[config.mk]
export PLATFORM = sky130hd
export DESIGN_NAME = apb_reg_decoder_flat
export DESIGN_NICKNAME = d
export VERILOG_FILES = /design/src/rtl/apb_reg_decoder_if.sv /design/src/rtl/apb_reg_decoder.sv /design/src/flat_wrapper.sv
export SDC_FILE = /design/constraint.sdc
export NUM_CORES = 1
export LEC_CHECK = 0
export ABC_AREA = 1
export BUFFER_PORTS_ARGS = -buffer_cell sky130_fd_sc_hd__buf_2
export CAP_MARGIN = 15
export CORE_ASPECT_RATIO = 1.4
export CORE_MARGIN = 2
export CORE_UTILIZATION = 42
export DETAILED_ROUTE_END_ITERATION = 7
export GPL_TIMING_DRIVEN = 0
export PLACE_DENSITY = 0.95
export SLEW_MARGIN = 5
export SYNTH_ARGS = -nofsm -noshare
export SYNTH_HDL_FRONTEND = slang
export SYNTH_SLANG_ARGS = --single-unit
[constraint.sdc]
create_clock -name PCLK -period 2.26 [get_ports PCLK]
set_input_delay 0.339 -clock PCLK [delete_from_list [all_inputs] [get_ports PCLK]]
set_output_delay 0.339 -clock PCLK [all_outputs]
set_load 0.1 [all_outputs]
[src/rtl/apb_reg_decoder_if.sv]
// APB3 completer-side bus bundle for the register decoder.
// The master modport drives requests; the slave modport answers them.
interface apb_reg_decoder_if #(
   parameter int ADDR_WIDTH = 12,
   parameter int DATA_WIDTH = 32
);
   logic                  PSEL;
   logic                  PENABLE;
   logic                  PWRITE;
   logic [ADDR_WIDTH-1:0] PADDR;
   logic [DATA_WIDTH-1:0] PWDATA;
   logic                  PREADY;
   logic [DATA_WIDTH-1:0] PRDATA;
   logic                  PSLVERR;

   modport master (
      output PSEL, PENABLE, PWRITE, PADDR, PWDATA,
      input  PREADY, PRDATA, PSLVERR
   );

   modport slave (
      input  PSEL, PENABLE, PWRITE, PADDR, PWDATA,
      output PREADY, PRDATA, PSLVERR
   );
endinterface

[src/rtl/apb_reg_decoder.sv]
// APB3 slave front-end: phase tracking with wait states, one-hot register decode,
// read-data return, error flagging and a keyed multi-cycle software reset pulse.
module apb_reg_decoder #(
   parameter int                    ADDR_WIDTH  = 12,
   parameter int                    DATA_WIDTH  = 32,
   parameter int                    NUM_REGS    = 8,
   parameter logic [ADDR_WIDTH-1:0] BASE_ADDR   = '0,
   parameter int                    WAIT_STATES = 0,
   parameter logic [ADDR_WIDTH-1:0] SW_RST_ADDR = 12'hFFC,
   parameter logic [DATA_WIDTH-1:0] SW_RST_KEY  = 32'hA5A50001,
   parameter int                    SW_RST_LEN  = 4
) (
   input  logic                  PCLK,
   input  logic                  PRESETn,
   apb_reg_decoder_if.slave      apb,
   output logic [NUM_REGS-1:0]   reg_en,
   output logic                  reg_write,
   output logic [DATA_WIDTH-1:0] reg_wdata,
   input  logic [DATA_WIDTH-1:0] reg_rdata,
   output logic                  sw_rst
);
   localparam logic [0:0] IDLE   = 1'b0;
   localparam logic [0:0] ACCESS = 1'b1;

   localparam int                  IDX_W = (NUM_REGS > 1) ? $clog2(NUM_REGS) : 1;
   localparam int                  CNT_W = $clog2(SW_RST_LEN + 1);
   localparam logic [ADDR_WIDTH:0] SPAN  = (ADDR_WIDTH+1)'(4 * NUM_REGS);

   logic [0:0]            state_q, state_d;
   logic [3:0]            wait_q, wait_d;
   logic [ADDR_WIDTH-1:0] addr_q, addr_d;
   logic                  write_q, write_d;
   logic [CNT_W-1:0]      rst_cnt_q, rst_cnt_d;

   logic [ADDR_WIDTH-1:0] offset;
   logic [IDX_W-1:0]      idx;
   logic                  hit;
   logic                  sw_hit;
   logic                  complete;

   // Decode always works on the address captured in SETUP, never the live bus.
   always_comb begin
      offset = addr_q - BASE_ADDR;
      hit    = (addr_q[1:0] == 2'b00) && (addr_q >= BASE_ADDR) && ({1'b0, offset} < SPAN);
      idx    = offset[IDX_W+1:2];
      sw_hit = (addr_q == SW_RST_ADDR);
   end

   assign complete = (state_q == ACCESS) && apb.PSEL && apb.PENABLE && (wait_q == 4'd0);

   always_comb begin
      state_d = state_q;
      wait_d  = wait_q;
      addr_d  = addr_q;
      write_d = write_q;
      case (state_q)
         IDLE: begin
            if (apb.PSEL && !apb.PENABLE) begin
               state_d = ACCESS;
               addr_d  = apb.PADDR;
               write_d = apb.PWRITE;
               wait_d  = 4'(WAIT_STATES);
            end
         end
         ACCESS: begin
            if (!apb.PSEL) begin
               state_d = IDLE;
            end else if (apb.PENABLE) begin
               if (wait_q != 4'd0) wait_d = wait_q - 4'd1;
               else                state_d = IDLE;
            end
         end
         default: state_d = IDLE;
      endcase
   end

   // A key write reloads the counter even while a pulse is already running.
   always_comb begin
      rst_cnt_d = rst_cnt_q;
      if (complete && write_q && sw_hit && (apb.PWDATA == SW_RST_KEY))
         rst_cnt_d = CNT_W'(SW_RST_LEN);
      else if (rst_cnt_q != '0)
         rst_cnt_d = rst_cnt_q - CNT_W'(1);
   end

   always_ff @(posedge PCLK or negedge PRESETn) begin
      if (!PRESETn) begin
         state_q   <= IDLE;
         wait_q    <= 4'd0;
         addr_q    <= '0;
         write_q   <= 1'b0;
         rst_cnt_q <= '0;
      end else begin
         state_q   <= state_d;
         wait_q    <= wait_d;
         addr_q    <= addr_d;
         write_q   <= write_d;
         rst_cnt_q <= rst_cnt_d;
      end
   end

   always_comb begin
      reg_en = '0;
      for (int i = 0; i < NUM_REGS; i++)
         reg_en[i] = complete && hit && (idx == IDX_W'(i));
   end

   assign apb.PREADY  = complete;
   assign apb.PSLVERR = complete && !hit && !sw_hit;
   assign apb.PRDATA  = (complete && !write_q && hit) ? reg_rdata : '0;
   assign reg_write   = write_q;
   assign reg_wdata   = apb.PWDATA;
   assign sw_rst      = (rst_cnt_q != '0);
endmodule

[src/flat_wrapper.sv]
// flat-port wrapper written by rule: the top's interface ports become plain ports
module apb_reg_decoder_flat 
#(
   parameter int                    ADDR_WIDTH  = 12,
   parameter int                    DATA_WIDTH  = 32,
   parameter int                    NUM_REGS    = 8,
   parameter logic [ADDR_WIDTH-1:0] BASE_ADDR   = '0,
   parameter int                    WAIT_STATES = 0,
   parameter logic [ADDR_WIDTH-1:0] SW_RST_ADDR = 12'hFFC,
   parameter logic [DATA_WIDTH-1:0] SW_RST_KEY  = 32'hA5A50001,
   parameter int                    SW_RST_LEN  = 4
)
  (PCLK, PRESETn, reg_en, reg_write, reg_wdata, reg_rdata, sw_rst, apb_PSEL, apb_PENABLE, apb_PWRITE, apb_PADDR, apb_PWDATA, apb_PREADY, apb_PRDATA, apb_PSLVERR);
  apb_reg_decoder_if #(.ADDR_WIDTH(ADDR_WIDTH), .DATA_WIDTH(DATA_WIDTH)) apb_i ();
  input  logic PCLK;
  input  logic PRESETn;
  output logic [NUM_REGS-1:0] reg_en;
  output logic reg_write;
  output logic [DATA_WIDTH-1:0] reg_wdata;
  input  logic [DATA_WIDTH-1:0] reg_rdata;
  output logic sw_rst;
  input wire logic [$bits(apb_i.PSEL)-1:0] apb_PSEL;
  input wire logic [$bits(apb_i.PENABLE)-1:0] apb_PENABLE;
  input wire logic [$bits(apb_i.PWRITE)-1:0] apb_PWRITE;
  input wire logic [$bits(apb_i.PADDR)-1:0] apb_PADDR;
  input wire logic [$bits(apb_i.PWDATA)-1:0] apb_PWDATA;
  output wire logic [$bits(apb_i.PREADY)-1:0] apb_PREADY;
  output wire logic [$bits(apb_i.PRDATA)-1:0] apb_PRDATA;
  output wire logic [$bits(apb_i.PSLVERR)-1:0] apb_PSLVERR;
  assign apb_i.PSEL = apb_PSEL;
  assign apb_i.PENABLE = apb_PENABLE;
  assign apb_i.PWRITE = apb_PWRITE;
  assign apb_i.PADDR = apb_PADDR;
  assign apb_i.PWDATA = apb_PWDATA;
  assign apb_PREADY = apb_i.PREADY;
  assign apb_PRDATA = apb_i.PRDATA;
  assign apb_PSLVERR = apb_i.PSLVERR;
  apb_reg_decoder #(.ADDR_WIDTH(ADDR_WIDTH), .DATA_WIDTH(DATA_WIDTH), .NUM_REGS(NUM_REGS), .BASE_ADDR(BASE_ADDR), .WAIT_STATES(WAIT_STATES), .SW_RST_ADDR(SW_RST_ADDR), .SW_RST_KEY(SW_RST_KEY), .SW_RST_LEN(SW_RST_LEN)) u_core (.PCLK(PCLK), .PRESETn(PRESETn), .apb(apb_i), .reg_en(reg_en), .reg_write(reg_write), .reg_wdata(reg_wdata), .reg_rdata(reg_rdata), .sw_rst(sw_rst));
endmodule
==> results.tsv, run 1 <==
metric	value	unit
Critical Path RT	1.92	ns
GRT overflow	0	
status	finished, violations left	
CP cell instances	inv_2 > ha_4 > nand2_4 > nor2_4 > nand3b_4 > buf_6 > nor2_4 > buf_8	
failing checks	setup timing	
total negative setup slack	-0.00280	ns
vias in the first global route	2134	
number of core rows	28	
# IOs	157	
DRC viols	0	
commonest cells after routing, fill and taps aside	buf_2, inv_1, nor2_4	
hold crit path type	in2async	
sequential group share of total power	33.0	%
max-cap violations	0	
Register Area	526	um2
Rel. slew slack	66.9	%
Syn. warnings	0	
FILL cells	280	
CTS root buf	clkbuf_8	
die width	59.9	um
CTS H-Tree Depth	1	
min cycle time layout	2.26	ns
measured slew at the worst slew-check pin	0.500	ns
Place WS	0.0288	ns
clock tree sinks	21	
CP max stage cell	dfrtp_1	
Cell Int Power	831	uW
Starting Density	43.7	%
Crit path largest cell delay	0.40	ns
largest cells by area after synthesis	dfrtp_1, buf_4, inv_1	
switching power	731	uW
Synth cell types	23	
Post-DP HPWL	5300	um
skew final	0.00498	ns
Final WS setup	-0.00280	ns
Total Wirelength	7110	um
maximum clock path buffer count	2	
layout cells sized above 1	59.8	%
Port Buffers	156	
Inserted Clock Buffers	3	
cell taking the most area after synthesis	dfrtp_1	
Syn Inst Count	266	
CP startpoint kind	flip-flop	
flops & latches, synth	21	
CTS tree	done	
Critical Path End Type	output port	
Multi-input gate area	0.00108	mm2
top-area cell type share of the netlist area	28.6	%
Reg clk slew, reported paths	0.07	ns
DRT iter0 DRCs	91	
antenna violations before repair	2	
antenna-violating nets left	0	
R2R Path End	u_core.rst_cnt_q[0]	
Cell Area, Synth	0.00184	mm2
latest clock arrival within the worst-skew pair	0.26	ns
Setup-failing EPs final	1	
CP bufs+invs	3	
Final Non-Filler Cells	474	
Net count, final	513	
RSZ-0062 raised after global routing	true	
Power Density	462	mW/mm2
r2r setup slk	0.77	ns
synth-to-layout area growth	83.6	%
combinational share of power	51.5	%
Die Height	82.3	um
DR vias/cell	4.72	
Area after DPL	0.00293	mm2
Routed wire per std cell	15.0	um
crit path kind	reg2out	
Crit path max-delay family	simple AND/OR/NAND/NOR gates	
drt first pass iters	4	
sequential area share after synthesis	28.6	%
die footprint	0.00493	mm2
highest net fanout along the worst path	10	
switching part of the total	46.8	%
Worst EP arrival	1.92	ns
vias	2236	
clock power share	15.5	%
core area	0.00420	mm2
Pins Over Slew Limit	0	
R2R cell count	8	
Leak	1.84	nW
Tcrit/Tclk final	100	%
global-route wire length before repair	9580	um
commonest non-fill, non-tap cell in the layout	buf_2	
final instance area	0.00338	mm2
largest net degree at the start of global routing	22	
maximum VDD drop	0.512	mV
final hold vios	0	
dpl cells	467	
f_max	442	MHz
gr usage total	25.8	%
cell mode on critical path	nor2_4	
syn nets	350	
Avg Cell Area, Syn	6.91	um2
reg2reg start	u_core.wait_q[0]	
GPL Wtd Cong	0.826	
sequential cells by signal, indices dropped and copies added (netlist names):
register / count
u_core.wait_q: 4
u_core.state_q: 1
u_core.addr_q: 12
u_core.rst_cnt_q: 3
u_core.reg_write: 1
logic make-up after synthesis:
family          count (synthesis)  synth area share [%]
simple gates                  125                  32.7
buf+inv                        92                  26.6
flops                          21                  28.6
compound gates                 14                  3.81
mux                             8                  4.90
xor+xnor                        3                  1.43
fa+ha+maj                       3                  2.04
metal layers:
metal	share of wire, %	wire, um	up-vias	track usage [%]
met3	8.5	607	14	6.23
li1	-	-	1071	-
met4	2.2	154	0	8.44
met2	55	3890	121	49.7
met1	35	2470	1030	26.3
met5	0	0	-	0
worst max path at each step:
stage	from	to	slack [ns]	depth (start not counted)
after detailed placement	u_core.wait_q[0]	reg_en[0]	0.03	7
after CTS	u_core.wait_q[0]	apb_PSLVERR	0.004	7
after global placement	u_core.wait_q[0]	reg_en[0]	0.06	7
final	u_core.wait_q[0]	apb_PRDATA[17]	-0.003	8
after floorplan	u_core.wait_q[0]	reg_en[0]	-0.38	6
after global routing	u_core.wait_q[0]	apb_PRDATA[26]	-0.1	8
power by group through the flow:
stage | sequential [mW] | clock, mW | combinational [mW]
2_1_floorplan | 0.532 | 0 | 0.592
3_3_place_gp | 0.514 | 0 | 0.761
3_5_place_dp | 0.520 | 0 | 0.794
4_1_cts | 0.513 | 0.245 | 0.796
5_1_grt | 0.526 | 0.263 | 0.854
6_report | 0.515 | 0.242 | 0.804
metrics by stage:
stage,power [mW],util [%],hold slack (ns)
2_1_floorplan,1.12,-,0.0434
3_3_place_gp,1.28,69.7,0.313
3_5_place_dp,1.31,69.7,0.319
4_1_cts,1.55,76.1,0.0405
5_1_grt,1.64,80.3,0.0460
6_report,1.56,80.3,0.0296
what timing repair did:
action                     CTS  global route
hold buffers                 0             0
buffers inserted             1             1
setup endpoints to repair   40            40
pin swaps                    2             2
gates resized for setup     70            44
synthesized netlist by cell type:
cell / number
a21oi_1: 10
buf_2: 1
buf_4: 32
buf_6: 3
dfrtp_1: 21
ha_1: 3
inv_1: 56
mux2_2: 8
nand2_1: 34
nand2_2: 2
nand3_1: 5
nand3_2: 1
nand3b_1: 1
nand3b_4: 1
nand4_1: 1
nor2_1: 45
nor2_2: 31
nor2_4: 1
nor2b_1: 2
nor3_1: 1
o21ai_0: 4
xnor2_1: 1
xor2_1: 2
area by class of cell:
class                           count  share of cell area (%)
Antenna cell                        1                  0.0741
Buffer                             36                    8.26
Clock buffer                        4                    1.33
Inverter                           56                    6.22
Multi-Input combinational cell    153                    32.0
Sequential cell                    21                    15.6
Tap cell                           45                    1.67
Timing Repair Buffer              158                    34.9
Note: power is estimated with default switching activity, not from simulation.
==> run 2, diff against run 1 <==
Settings changed: CELL_PAD_IN_SITES_DETAIL_PLACEMENT set to 1, CELL_PAD_IN_SITES_GLOBAL_PLACEMENT set to 2, CORE_UTILIZATION 42 to 19, SETUP_SLACK_MARGIN set to 0.1.
==> run 2 against run 1 <==
The flow now finishes without violations; setup slack improved by 0.077 ns; final area increased by 10%; clock skew shrank 0.00088 ns; critical path type unchanged; critical endpoint is now apb_PRDATA[19]; highest routed layer unchanged.
==> results.tsv, run 2 (same netlist as run 1, synthesis figures left out) <==
metric	value	unit	change
min cycle time layout	2.19	ns	was 2.26 ns
skew final	0.00410	ns	was 0.00498 ns
combinational share of power	47.8	%	was 51.5%
Multi-input gate area	0.00109	mm2	was 0.00108 mm2
Starting Density	19.4	%	was 43.7%
Total Wirelength	7210	um	was 7110 um
die footprint	0.0105	mm2	was 0.00493 mm2
Register Area	526	um2	unchanged
CP startpoint kind	flip-flop		unchanged
commonest non-fill, non-tap cell in the layout	buf_2		unchanged
Worst EP arrival	1.85	ns	was 1.92 ns
CTS root buf	clkbuf_16		was clkbuf_8
switching power	747	uW	was 731 uW
Pins Over Slew Limit	0		unchanged
R2R cell count	8		unchanged
measured slew at the worst slew-check pin	0.500	ns	about the same
latest clock arrival within the worst-skew pair	0.26	ns	about the same
status	completed		was finished, violations left
Rel. slew slack	66.9	%	about the same
hold crit path type	in2async		unchanged
crit path kind	reg2out		unchanged
# IOs	157		unchanged
Critical Path RT	1.92	ns	about the same
clock tree sinks	21		unchanged
clock power share	21.9	%	was 15.5%
DR vias/cell	4.05		was 4.72
CTS Hold Buffers Added	0		unchanged
number of core rows	42		was 28
Cell Int Power	959	uW	was 831 uW
max FFs per register	12		unchanged
maximum VDD drop	0.565	mV	was 0.512 mV
RSZ-0062 raised after global routing	true		unchanged
Place WS	-0.0102	ns	was 0.0288 ns
Worst Setup SP	u_core.wait_q[0]		unchanged
DRC viols	0		unchanged
largest net degree at the start of global routing	22		unchanged
global-route wire length before repair	11000	um	was 9580 um
maximum clock path buffer count	2		unchanged
gr usage total	13.2	%	was 25.8%
Final WS setup	0.0741	ns	was -0.00280 ns
drt first pass iters	3		was 4
max-cap violations	0		unchanged
Reg clk slew, reported paths	0.06	ns	was 0.07 ns
R2R Path End	u_core.rst_cnt_q[1]		was u_core.rst_cnt_q[0]
DRT iter0 DRCs	31		was 91
Biggest register	u_core.addr_q		unchanged
sequential group share of total power	30.3	%	was 33.0%
antenna violations before repair	0		was 2
commonest cells after routing, fill and taps aside	buf_2, inv_1, nor2_4		unchanged
vias in the first global route	2308		was 2134
Die Height	120	um	was 82.3 um
CTS H-Tree Depth	1		unchanged
highest net fanout along the worst path	10		unchanged
Setup-failing EPs final	0		was 1
Port Buffers	156		unchanged
GRT overflow	0		unchanged
vias	2195		was 2236
core area	0.00946	mm2	was 0.00420 mm2
antenna-violating nets left	0		unchanged
Leak	1.92	nW	was 1.84 nW
reg2reg start	u_core.wait_q[0]		unchanged
synth-to-layout area growth	102	%	was 83.6%
f_max	457	MHz	was 442 MHz
Inserted Clock Buffers	3		unchanged
r2r setup slk	0.73	ns	was 0.77 ns
Ant. Diodes	0		was 1
layout cells sized above 1	60.6	%	was 59.8%
Routed wire per std cell	13.3	um	was 15.0 um
Critical Path End Type	output port		unchanged
Power Density	459	mW/mm2	was 462 mW/mm2
Post-DP HPWL	5520	um	was 5300 um
CTS tree	done		unchanged
Net count, final	517		was 513
FILL cells	1136		was 280
Final Power	1.71	mW	was 1.56 mW
final hold vios	0		unchanged
GPL Wtd Cong	0.735		was 0.826
Tcrit/Tclk final	96.7	%	was 100%
switching part of the total	43.8	%	was 46.8%
biggest regs	u_core.addr_q: 12 flops, u_core.wait_q: 4 flops, u_core.rst_cnt_q: 3 flops		unchanged
die width	87.2	um	was 59.9 um
run 2: cell count changes in the layout (fill, tap and decap cells not counted), sizes merged:
cell	delta
buf	+6
clkbuf	-3
clkinv	+1
diode	-1
run 2: metal layers:
metal  track usage [%]  vias to the layer above  wire, um
li1                  -                     1079         -
met1              12.3                     1018      2310
met2              28.1                       89      4330
met3              1.77                        9       437
met4              3.85                        0       130
met5                 0                        -         0
run 2: worst max-delay path, cell delays in order (launching register included):
cell      delay [ns]
dfrtp_1         0.40
inv_2           0.10
ha_4            0.15
nand2_4         0.06
nor2_4          0.18
nand3b_4        0.16
buf_6           0.21
nor2_4          0.13
buf_12          0.18
run 2: cell type report:
type	count	area share, %
multi-input cells	153	29.3
repair buffers	162	37.2
inverters	56	5.66
clock buffers	3	2.02
clock inverters	1	0.135
flip-flops and latches	21	14.1
well taps	110	3.70
plain buffers	36	7.85
run 2: stage by stage:
stage / cells / setup TNS [ns] / cell area (um2) / hold slack (ns) / utilization, %
6_report: 542 / 0 / 3710 / 0.0376 / 39.3
5_1_grt: 542 / -0.149 / 3710 / 0.0807 / 39.3
4_1_cts: 538 / 0 / 3610 / 0.0563 / 38.2
3_5_place_dp: 532 / -0.0251 / 3010 / 0.332 / 31.9
3_3_place_gp: 532 / 0 / 3010 / 0.315 / 31.9
2_1_floorplan: 266 / -10.21 / 2090 / 0.0434 / -
run 2: worst max path at each step:
stage | to | slack, ns | depth (start not counted)
global route | apb_PRDATA[13] | -0.02 | 8
finish | apb_PRDATA[19] | 0.07 | 8
detailed placement | reg_en[1] | -0.01 | 7
CTS | apb_PRDATA[10] | 0.04 | 8
floorplan | reg_en[0] | -0.38 | 6
global placement | reg_en[0] | 0.02 | 7
run 2: what timing repair did:
item	CTS	global route
pin swaps	3	1
endpoints found under the setup margin	41	41
buffers inserted	2	4
gates resized for setup	137	19
run 2: power groups by stage:
stage | Clock, mW | Combinational, mW | Sequential (mW)
after detailed placement | 0 | 0.791 | 0.524
after global placement | 0 | 0.766 | 0.519
final | 0.374 | 0.815 | 0.517
after CTS | 0.386 | 0.798 | 0.518
after floorplan | 0 | 0.592 | 0.532
after global routing | 0.400 | 0.887 | 0.532
